$ cat src/rtl/param_univ_shift_reg.sv
// -----------------------------------------------------------------------------
// param_univ_shift_reg
//
// Parametrised universal shift register with an op-code select. Multi-bit
// shifts and rotates run as one single-bit step per clock under a
// start/busy/done handshake. Load, clear and hold finish in a single cycle.
// The serial in/out ports allow several instances to be chained.
//
// Parameters
//   WIDTH    register width in bits (>= 2)
//   SHAMT_W  width of amt; step counts 0 .. 2^SHAMT_W-1
//
// Ports
//   clk      rising-edge clock
//   reset_n  asynchronous active-low reset
//   start    operation request, sampled only while idle
//   op       000 hold, 001 SHR, 010 SHL, 011 load, 100 ROR, 101 ROL,
//            110 ASR, 111 clear
//   amt      step count for the shift/rotate ops
//   D        parallel load data
//   SI_R     serial input for SHR, enters at the MSB
//   SI_L     serial input for SHL, enters at the LSB
//   Q        register contents
//   SO_R     Q[0], combinational
//   SO_L     Q[WIDTH-1], combinational
//   busy     high while a multi-step operation is in progress
//   done     one-cycle completion pulse
// -----------------------------------------------------------------------------
module param_univ_shift_reg #(
  parameter int unsigned WIDTH   = 8,
  parameter int unsigned SHAMT_W = 4
) (
  input  logic               clk,
  input  logic               reset_n,
  input  logic               start,
  input  logic [2:0]         op,
  input  logic [SHAMT_W-1:0] amt,
  input  logic [WIDTH-1:0]   D,
  input  logic               SI_R,
  input  logic               SI_L,
  output logic [WIDTH-1:0]   Q,
  output logic               SO_R,
  output logic               SO_L,
  output logic               busy,
  output logic               done
);

  typedef enum logic [2:0] {
    OP_HOLD = 3'b000,
    OP_SHR  = 3'b001,
    OP_SHL  = 3'b010,
    OP_LOAD = 3'b011,
    OP_ROR  = 3'b100,
    OP_ROL  = 3'b101,
    OP_ASR  = 3'b110,
    OP_CLR  = 3'b111
  } op_t;

  typedef enum logic {
    IDLE  = 1'b0,
    SHIFT = 1'b1
  } state_t;

  localparam logic [SHAMT_W-1:0] CNT_ONE = SHAMT_W'(1);

  state_t             state;
  op_t                op_l;    // operation latched at the start edge
  logic [SHAMT_W-1:0] cnt;     // steps still to perform
  logic [WIDTH-1:0]   step_q;  // Q after one single-bit step of op_l

  // Serial outputs are taps on the register, not separately registered.
  assign SO_R = Q[0];
  assign SO_L = Q[WIDTH-1];

  // One single-bit step. Serial inputs are taken live each step so a chain
  // of instances can stream bits through.
  always_comb begin
    step_q = Q;
    case (op_l)
      OP_SHR:  step_q = {SI_R,       Q[WIDTH-1:1]};
      OP_SHL:  step_q = {Q[WIDTH-2:0], SI_L};
      OP_ROR:  step_q = {Q[0],       Q[WIDTH-1:1]};
      OP_ROL:  step_q = {Q[WIDTH-2:0], Q[WIDTH-1]};
      OP_ASR:  step_q = {Q[WIDTH-1], Q[WIDTH-1:1]};
      default: step_q = Q;
    endcase
  end

  always_ff @(posedge clk or negedge reset_n) begin
    if (!reset_n) begin
      state <= IDLE;
      op_l  <= OP_HOLD;
      cnt   <= '0;
      Q     <= '0;
      busy  <= 1'b0;
      done  <= 1'b0;
    end else begin
      done <= 1'b0;
      case (state)
        IDLE: begin
          if (start) begin
            case (op_t'(op))
              OP_LOAD: begin
                Q    <= D;
                done <= 1'b1;
              end
              OP_CLR: begin
                Q    <= '0;
                done <= 1'b1;
              end
              OP_HOLD: begin
                done <= 1'b1;
              end
              default: begin
                // Shift/rotate: zero steps completes like a hold.
                if (amt == '0) begin
                  done <= 1'b1;
                end else begin
                  op_l  <= op_t'(op);
                  cnt   <= amt;
                  busy  <= 1'b1;
                  state <= SHIFT;
                end
              end
            endcase
          end
        end

        SHIFT: begin
          Q   <= step_q;
          cnt <= cnt - CNT_ONE;
          if (cnt == CNT_ONE) begin
            busy  <= 1'b0;
            done  <= 1'b1;
            state <= IDLE;
          end
        end

        default: begin
          state <= IDLE;
          busy  <= 1'b0;
        end
      endcase
    end
  end

endmodule

$ cat config.mk
export PLATFORM = sky130hd
export DESIGN_NAME = param_univ_shift_reg
export DESIGN_NICKNAME = d
export VERILOG_FILES = /design/src/rtl/param_univ_shift_reg.sv
export SDC_FILE = /design/constraint.sdc
export NUM_CORES = 1
export LEC_CHECK = 0
export CORE_AREA = 2 2 54 56
export DETAILED_ROUTE_END_ITERATION = 7
export DIE_AREA = 0 0 56 58
export PLACE_DENSITY = 0.71
export SYNTH_ARGS = -nofsm -noshare
export SYNTH_HDL_FRONTEND = slang
export SYNTH_SLANG_ARGS = --single-unit
$ cat constraint.sdc
create_clock -name clk -period 2 [get_ports clk]
set_input_delay 0.3 -clock clk [delete_from_list [all_inputs] [get_ports clk]]
set_output_delay 0.3 -clock clk [all_outputs]
set_load 0.01 [all_outputs]
### After elaboration in Yosys (flattened, before gate mapping)

Cells that the tools add are included.

* reductions and logical operators: 8
* add/subtract/negate cells: 1
* mux-type cells: 23
* equality and inequality tests: 16
* bitwise gates (word level): 3

Operators with widths (count)
* one-hot mux 8 bit (5 select lines): 1
* one-hot mux 8 bit (2 select lines): 2
* == test 3 bit (second input constant): 4
* 2-to-1 mux 1 bit: 12
* 2-to-1 mux 4 bit: 3
* AND reduction 4 bit: 3
* 2-to-1 mux 8 bit: 1
* inequality test 2 bit (second input constant): 4
* one-hot mux 4 bit (2 select lines): 1
* == test 3 x 2 -> 1 bit (second input constant): 2
* inequality test 6 x 1 -> 1 bit (second input constant): 1
* one-hot mux 1 bit (2 select lines): 3
* AND reduction 3 bit: 2
* inequality test 5 x 1 -> 1 bit (second input constant): 1
* == test 4 x 1 -> 1 bit (second input constant): 1
* logical NOT 4 bit: 1
* subtractor 4 x 1 -> 4 bit (second input constant): 1
* == test 3 x 1 -> 1 bit (second input constant): 1
* logical NOT 3 bit: 1
* inequality test 3 x 1 -> 1 bit (second input constant): 1
* inverter 1 bit: 3
* OR reduction 3 bit: 1
* inequality test 2 x 1 -> 1 bit (second input constant): 1

* logic and storage cells: 58
* input port bits: 20
* register bits: 18
* output and inout bits: 12

### Depth between registers and ports, before layout

* depth after elaboration: 5
* mapped depth: 6
* gate-level depth less buffers: 5

### Worst setup path before layout

No wires, ideal clock.

* path type: flip-flop to flip-flop
* start: register op_l[2]
* end: register Q[1]
* cell stages (with the launch flop): 7
* path slack: 342 ps
* required time: 1874 ps
* arrival time: 1532 ps
* setup time: 126 ps
* cell sequence: dfrtp_1 buf_6 or3_4 a31oi_4 buf_6 nor2_1 a221o_1

* longest elaborated chain between the ends: 3

Ends and longest elaborated chain
* from (decl): line 67 `op_t op_l;`
* from (signal assigned): line 119 `op_l <= op_t'(op);`
* == test 3 bit, or another cell as far along: line 79 `case (op_l)`
* one-hot mux 8 bit (5 select lines) / inequality test 6 x 1 -> 1 bit (equally long branches)
* one-hot mux 8 bit (2 select lines) / AND reduction 3 bit (equally long branches)
* to (signal assigned): line 130 `Q <= step_q;`
* to (decl): line 41 `output logic [WIDTH-1:0] Q,`

Parallel ways exist; a longest one is shown, timed or not.
A chain may end at the register's enable or synchronous reset.

### Worst setup path after layout

* start: register op_l[0]
* end: register Q[4]

Same word-level chain as after synthesis.

==> impl_metrics.yaml <==
sta:
  hold_viol_final: 0
  period_needed_ns: 1.79
  setup_violations: 0
  tightest_slew_ns: 0.381
  hold_slack_ns: 0.330
  skew_ns: 0.00518
  fin_ws_ns: 0.212
  max_freq_mhz: 559
  post-route-period-util: 0.894
  maxSlewViolCount: 0
  setup_tns_ns: 0
  relSlewSlack: 0.746
  rsz0062_at_grt: "no"
logic_synthesis:
  synth_compound_area_frac: 0.247
  async_reset_ff_frac: 1.00
  synth_cell_types: 35
  synth-xor-area-share: 0.0160
  synth_area_um2: 1090
  synthAdderAreaFrac: 0.0229
  yosys-mux-area-fraction: 0.0595
  yosysMostFrequentCell: "dfrtp_1"
  netlist_top_cells_count: "dfrtp_1, nand2_1, nor2_1, a22o_1"
  synth_ff_type: "dfrtp_1"
  syn_area_per_cell_um2: 9.94
  synth_edf_count: 0
  synth_seq_cells: 18
  synth_area_leaders: "dfrtp_1, a22o_1, nand2_1"
  synth_warnings: 0
  synth_cells: 110
  synth_top_family_by_area: "compound AO/OA/AOI/OAI gates"
  ys_seq_area_frac: 0.412
  synth.largest_area_cell: "dfrtp_1"
  synth-simple-area-share: 0.184
  netlist.area_leader.share: 0.412
  syn_nets: 132
worst_setup_path:
  cp-start-kind: "flip-flop"
  cp_cell_sequence: "or3_4 -> a31oi_4 -> nor2_1 -> a221o_2"
  endpoint_kind: "flip-flop"
  cp_top_family: "compound AO/OA/AOI/OAI gates"
  slowest_stage: "dfrtp_1"
  critical_path_buf_inv_count: 0
  cp_max_fo: 14
  required_ns: 2.18
  path_class: "flip-flop to flip-flop"
  cpPeakStageDelay_ns: 0.46
  worstPathArrival_ns: 1.96
floorplan:
  io_pins: 32
  die_area_um2: 3250
  fp.dieW_um: 56
  core_um2: 2660
  num_rows: 19
  initial_utilization: 0.411
  die_y_um: 58
clock_network:
  clock_sinks: 18
  cts_setup_buffers: 0
  cts_tree: "yes"
  cts_resized: 0
  numCtsBuffers: 3
  cts_max_path_buffers: 2
  clock_latency_ns: 0.29
  clk_pin_slew_worst_paths_ns: 0.11
  cts_hold_repair.buffers: 0
  cts-root-buf: "clkbuf_4"
  h-tree-depth: 1
grt:
  grt_pass1_vias: 1036
  grt_pass1_wl_um: 4690
  grt_overflow: 0
  grt_start_max_net_pins: 26
  antenna_found_initial: 0
  grtUsageTotal: 0.183
pwr:
  p_per_area_nw_per_um2: 1510
  leakage_nw: 0.629
  p_total_w: 0.00222
  peakVddDrop_mv: 0.782
routing:
  dr_wl_met2_um: 1320
  drtAntennaViolNets: 0
  wl_per_cell_um: 14.5
  drt_iter0_drc: 17
  via_count: 999
  viasPerCell: 5.71
  routed_wl_um: 2530
  top_layer: "met4"
  drc_errors: 0
  wl_met3_um: 125
  first_pass_iters: 4
  wl_met1_um: 1070
placed_design:
  port_buffers: 31
  pre_cts_slack_ns: 0.00168
  dp_hpwl_um: 2000
  gp_congestion: 0.781
flow_run:
  drv_cap: 0
final_layout:
  fillers: 238
  insertedDiodeCount: 0
  nNetsFinal: 167
  multi_input_area_um2: 579
  regArea_um2: 450
  area_delta_synth_final_pct: 34.9
  drive_above_1_share: 0.160
min_path:
  min_path_type: "primary input to asynchronous set/reset pin"
status:
  status: "finished, final reports clean"
## cell families (layout without fill, tap and decap cells)
group	Yosys count	count (layout)
compound gates	32	32
xor+xnor	2	2
fa+ha+maj	2	2
buf+inv	11	45
flops	18	18
mux	6	6
simple gates	39	39
## path summary, 6_finish.rpt
kind / start / end / slack, ns / cells past startpoint
min in group clk: busy / busy / 0.53 / 2
max: op_l[0] / Q[4] / 0.21 / 4
max reg2reg: op_l[0] / Q[4] / 0.21 / 4
min reg2reg: busy / busy / 0.53 / 2
max in group asynchronous: reset_n / cnt[1] / 1.47 / 2
min: reset_n / Q[1] / 0.33 / 2
## where the power goes
group	leakage, nW	total, W	internal (W)	switching (W)
Clock	0.0210	0.000223	0.000111	0.000112
Combinational	0.393	0.00127	0.000694	0.000572
Sequential	0.215	0.000733	0.000539	0.000194
## registers in the layout, indices dropped and copies added (netlist names)
name and cells:
done 1, op_l 3, busy 1, cnt 4, state 1, Q 8
## worst reg2reg max path, delay by kind of cell (launching register included)
kind               cells  cell delay (ns)
DFF                    1             0.46
and+or+nand+nor        2             0.52
AOI/OAI and AO/OA      2             0.69
## area by class of cell
class,instances,area share
Timing Repair Buffer,37,0.241
Multi-Input combinational cell,81,0.393
Sequential cell,18,0.305
Clock buffer,4,0.0246
Tap cell,31,0.0263
Inverter,4,0.0102
## placed cells by master, fill, tap and decap left out, drive strengths merged, types with 2 or more instances in the layout
cell | netlist | layout
a21oi | 5 | 5
a221o | 6 | 6
a221oi | 4 | 4
a22o | 8 | 8
a31oi | 3 | 3
buf | 5 | 6
clkbuf | 2 | 4
clkdlybuf4s50 | 0 | 31
dfrtp | 18 | 18
ha | 2 | 2
inv | 4 | 4
mux2 | 4 | 4
mux2i | 2 | 2
nand2 | 13 | 13
nand3 | 5 | 5
nor2 | 10 | 10
nor2b | 2 | 2
o21ai | 3 | 3
or3 | 2 | 2
xnor2 | 2 | 2
## routing by layer
metal / global-route usage / vias up
li1: - / 483
met1: 0.213 / 485
met2: 0.345 / 29
met3: 0.0313 / 2
met4: 0.0544 / 0
met5: 0 / -
## through the flow
stage	utilization	std cells	cell area, µm²
after global placement	0.540	171	1440
after floorplan	-	110	1090
final	0.554	175	1480
after detailed placement	0.540	171	1440
after CTS	0.554	175	1480
after global routing	0.554	175	1480
Note: power is estimated with default switching activity, not from simulation.
